### config.mk
export PLATFORM = sky130hd
export DESIGN_NAME = timer_dev
export DESIGN_NICKNAME = d
export VERILOG_FILES = /design/src/rtl/timer_dev.sv
export SDC_FILE = /design/constraint.sdc
export NUM_CORES = 1
export LEC_CHECK = 0
export BUFFER_PORTS_ARGS = -buffer_cell sky130_fd_sc_hd__buf_2
export CORE_ASPECT_RATIO = 1.75
export CORE_MARGIN = 8
export CORE_UTILIZATION = 30
export CTS_CLUSTER_DIAMETER = 200
export CTS_CLUSTER_SIZE = 12
export DETAILED_ROUTE_END_ITERATION = 10
export GPL_ROUTABILITY_DRIVEN = 0
export GPL_TIMING_DRIVEN = 0
export HOLD_SLACK_MARGIN = 0.15
export MAX_ROUTING_LAYER = met4
export PLACE_DENSITY = 0.56
export SLEW_MARGIN = 5
export SYNTH_ARGS = -nofsm -noshare
export SYNTH_HDL_FRONTEND = slang
export SYNTH_SLANG_ARGS = --single-unit
### constraint.sdc
create_clock -name clk -period 6.8 [get_ports clk]
set_input_delay 0.68 -clock clk [delete_from_list [all_inputs] [get_ports clk]]
set_output_delay 0.68 -clock clk [all_outputs]
set_load 0.01 [all_outputs]
### src/rtl/timer_dev.sv
// Programmable countdown timer on a 16-byte bus window; registers CTRL/PRESET/COUNT/reserved.
// Reads are combinational from DEV_Addr[3:2]; IRQ = CTRL.IM & irqFlag.
module timer_dev #(
  parameter int DW = 32
) (
  input  logic          clk,
  input  logic          reset,
  input  logic [31:0]   DEV_Addr,
  input  logic [DW-1:0] DEV_WD,
  input  logic          WeDEV,
  output logic [DW-1:0] DEV_RD,
  output logic          IRQ
);

  typedef enum logic [1:0] {IDLE, LOAD, CNT, INT} stateT;

  stateT         state, stateNxt;
  logic [3:0]    ctrl, ctrlNxt;
  logic [DW-1:0] preset, presetNxt;
  logic [DW-1:0] count, countNxt;
  logic          irqFlag, irqFlagNxt;
  logic          flagSet, flagClr, enClr;
  logic [1:0]    regSel;
  logic          unusedAddr;

  assign regSel     = DEV_Addr[3:2];
  assign unusedAddr = ^{DEV_Addr[31:4], DEV_Addr[1:0]};

  always_ff @(posedge clk or negedge reset) begin
    if (!reset) begin
      state   <= IDLE;
      ctrl    <= 4'h0;
      preset  <= '0;
      count   <= '0;
      irqFlag <= 1'b0;
    end else begin
      state   <= stateNxt;
      ctrl    <= ctrlNxt;
      preset  <= presetNxt;
      count   <= countNxt;
      irqFlag <= irqFlagNxt;
    end
  end

  always_comb begin
    stateNxt   = state;
    ctrlNxt    = ctrl;
    presetNxt  = preset;
    countNxt   = count;
    irqFlagNxt = irqFlag;
    flagSet    = 1'b0;
    flagClr    = 1'b0;
    enClr      = 1'b0;

    case (state)
      IDLE: begin
        if (ctrl[0]) stateNxt = LOAD;
      end
      LOAD: begin
        countNxt = preset;
        stateNxt = ctrl[0] ? CNT : IDLE;
      end
      CNT: begin
        if (!ctrl[0]) begin
          stateNxt = IDLE;
        end else if (count > DW'(1)) begin
          countNxt = count - DW'(1);
        end else begin
          // PRESET of 0 lands here too, so it behaves like PRESET of 1
          countNxt = '0;
          flagSet  = 1'b1;
          stateNxt = INT;
        end
      end
      INT: begin
        if (ctrl[2:1] == 2'b01) begin
          flagClr  = 1'b1;
          stateNxt = LOAD;
        end else begin
          enClr    = 1'b1;
          stateNxt = IDLE;
        end
      end
      default: stateNxt = IDLE;
    endcase

    if (enClr) ctrlNxt[0] = 1'b0;

    // Software write overrides the one-shot EN clear of the same edge
    if (WeDEV) begin
      case (regSel)
        2'd0: begin
          ctrlNxt = DEV_WD[3:0];
          flagClr = 1'b1;
        end
        2'd1: begin
          presetNxt = DEV_WD;
          flagClr   = 1'b1;
        end
        default: ;
      endcase
    end

    if (flagSet)      irqFlagNxt = 1'b1;
    else if (flagClr) irqFlagNxt = 1'b0;
  end

  always_comb begin
    DEV_RD = '0;
    case (regSel)
      2'd0:    DEV_RD = {{(DW-4){1'b0}}, ctrl};
      2'd1:    DEV_RD = preset;
      2'd2:    DEV_RD = count;
      default: DEV_RD = '0;
    endcase
  end

  assign IRQ = ctrl[3] & irqFlag;

endmodule

==> flow_summary.ini <==
[final_layout]
area_growth_pct = 21.2
drive_above_1_share = 0.258
diodes = 0
nFillCells = 1420
layout.nets = 564
design_area_um2 = 5010
stdcell_count = 677

[worst_setup_path]
crit_type = input pin to output port
worstSetupEndpointType = output port
cp.required_ns = 6.12
rrSetupSlack_ns = 3.48
start_kind = input pin
r2r-start = count[16]
rr_worst_depth = 7
crit_fanout = 10
r2r_end = count[30]
cp.arrival_ns = 2.76

[synthesis]
synth_mux_area_frac = 0.107
async_reset_ff_frac = 1.00
synth_ff_type = dfrtp_1
ys_warn_count = 0
synth_area_um2 = 4130
synth_top_area_frac = 0.430
yosysTopAreaCell = dfrtp_1
synth_compound_area_frac = 0.215
yosys.cell_types.count = 48
synth_xor_area_frac = 0
ys_seq_area_frac = 0.430
syn-num-nets = 484
synth_fa_ha_area_frac = 0.00605
synth_top_family_by_area = compound AO/OA/AOI/OAI gates
synth_simple_gate_area_frac = 0.197
ys_seq_elements = 71
synth_cells = 415
yosys-top-cells-area = dfrtp_1, mux2_2, a22o_1, a221o_1, nand2_1
synth_edf_count = 0
syn-mean-instance-area_um2 = 9.96

[route]
drt_pre_antenna_iters = 5
wl_um = 14500
avgViaCountPerCell = 5.85
first_iter_violations = 343
wl_per_cell_um = 21.4
ant_nets = 0
via_count = 3963
drc = 0

[timing]
fin_crit_ns = 3.44
timing.slew.headroom = 0.105
worstMarginPinSlew_ns = 1.33
grt_setup_unrepaired = false
finalMaxSlewViolations = 0
period_share = 0.506
tns_ns = 0
hold_violations = 0
finClkSkew_ns = 0.00623
whs_ns = 0.292
setup_viol = 0
max_freq_ghz = 0.291

[floorplanning]
dieArea_um2 = 17900
fp-row-count = 57
core_area_um2 = 13700
die_x_um = 105
fp.dieH_um = 171
ios = 100
floorplan.initialDensity = 0.302

[cts]
h-tree-depth = 3
clk_latency_ns = 0.34
cts_num_sinks = 71
cts_buffers = 9
post_cts_buffers = 0
hold_buffers = 0
clk_pin_slew_ns = 0.06
cts-resized-gates = 0
clockBufferDepth = 2
cts_root_buf = clkbuf_16
cts_tree = yes

[hold_path]
hold_path_class = input pin to async pin

[power_and_ir_drop]
ir_worst_vdd_mv = 0.152
leakage_nw = 2.09
p_per_area_nw_per_um2 = 393

[placed_design]
dp_cells = 661
hpwlAfterDp_um = 11000
dpl_cell_area_um2 = 4720
port_buffers = 68

[grt]
antenna_found_initial = 0
grt_pass1_wl_um = 22400
overflow = 0
grt_max_degree = 37
grt_util_all_layers = 0.167
grt_pass1_vias = 4058

[flow_run]
cap_violations = 0

[status]
status = completed
worst max-delay path by stage:
stage	startpoint	end	depth (start not counted)
after global placement	DEV_Addr[3]	DEV_RD[28]	6
after detailed placement	DEV_Addr[3]	DEV_RD[22]	6
final	DEV_Addr[3]	DEV_RD[28]	6
after global routing	DEV_Addr[3]	DEV_RD[28]	6
after floorplan	count[28]	count[14]	7
after CTS	DEV_Addr[3]	DEV_RD[28]	6
state kept, by name, indices dropped and copies added, names as in the netlist:
signal   flops
count       32
state        2
ctrl         4
irqFlag      1
preset      32
final cells by class:
class,count,area (um^2),area share
plain buffers,36,153,0.0305
clock buffers,12,246,0.0492
clock inverters,4,45.0,0.00899
inverters,8,30.0,0.00599
multi-input cells,300,2170,0.434
flip-flops and latches,71,1780,0.355
well taps,177,221,0.0442
repair buffers,69,363,0.0724
synthesized netlist by cell type, types with 4 or more instances:
cell	instances
nand4_1	8
o31ai_1	13
mux2_2	35
a31oi_1	5
clkbuf_1	26
nand2_1	29
nor3_1	18
or3_1	10
nor4_1	13
nor2_1	16
nand2b_1	4
nor2b_1	6
or4_1	7
and2_1	8
a21oi_1	5
a211oi_1	4
o21ai_0	15
mux2i_1	5
o221ai_1	6
o211ai_1	5
a22o_1	28
a22oi_1	4
dfrtp_1	71
a221o_1	16
inv_1	8
buf_1	6
nand3_1	12
placed cells by master, fill, tap and decap left out, drive strengths merged, types with 12 or more instances in the layout:
master and count:
a22o 28, dfrtp 71, clkbuf 38, o21ai 15
nand2 29, nor3 18, nand3 12, a221o 16
nor2 16, nor4 14, mux2 35, o31ai 13
buf 79
per-stage QoR:
stage	power (mW)	util	setup slack (ns)
3_5_place_dp	1.49	0.345	3.41
3_3_place_gp	1.47	0.343	3.39
2_1_floorplan	1.22	-	4.07
6_report	1.97	0.366	3.36
4_1_cts	1.96	0.366	3.40
5_1_grt	2.08	0.366	3.26
per-layer routing:
metal	GRT usage	routed length, um	vias to the layer above
met5	-	0	-
met4	0.0980	762	0
met3	0.0274	723	46
met2	0.298	7740	190
met1	0.168	5270	1943
li1	-	-	1784
where the power goes:
group	switching [mW]	leakage (nW)	internal, mW
clock network	0.177	0.146	0.292
logic	0.463	1.08	0.316
registers	0.162	0.867	0.558
total	0.802	2.09	1.17
cells by family (layout without fill, tap and decap cells):
| logic type | count (synthesis) | count (layout) |
|---|---|---|
| compound gates | 113 | 113 |
| mux | 40 | 40 |
| simple gates | 145 | 145 |
| fa+ha+maj | 2 | 2 |
| buf+inv | 44 | 129 |
| flops | 71 | 71 |
critical path, stage by stage:
cell and delay [ns]:
clkbuf_1 0.31, nor2b_1 0.18, clkbuf_1 0.55, buf_1 0.63
a22o_1 0.26, buf_2 0.15
Note: power is estimated with default switching activity, not from simulation.
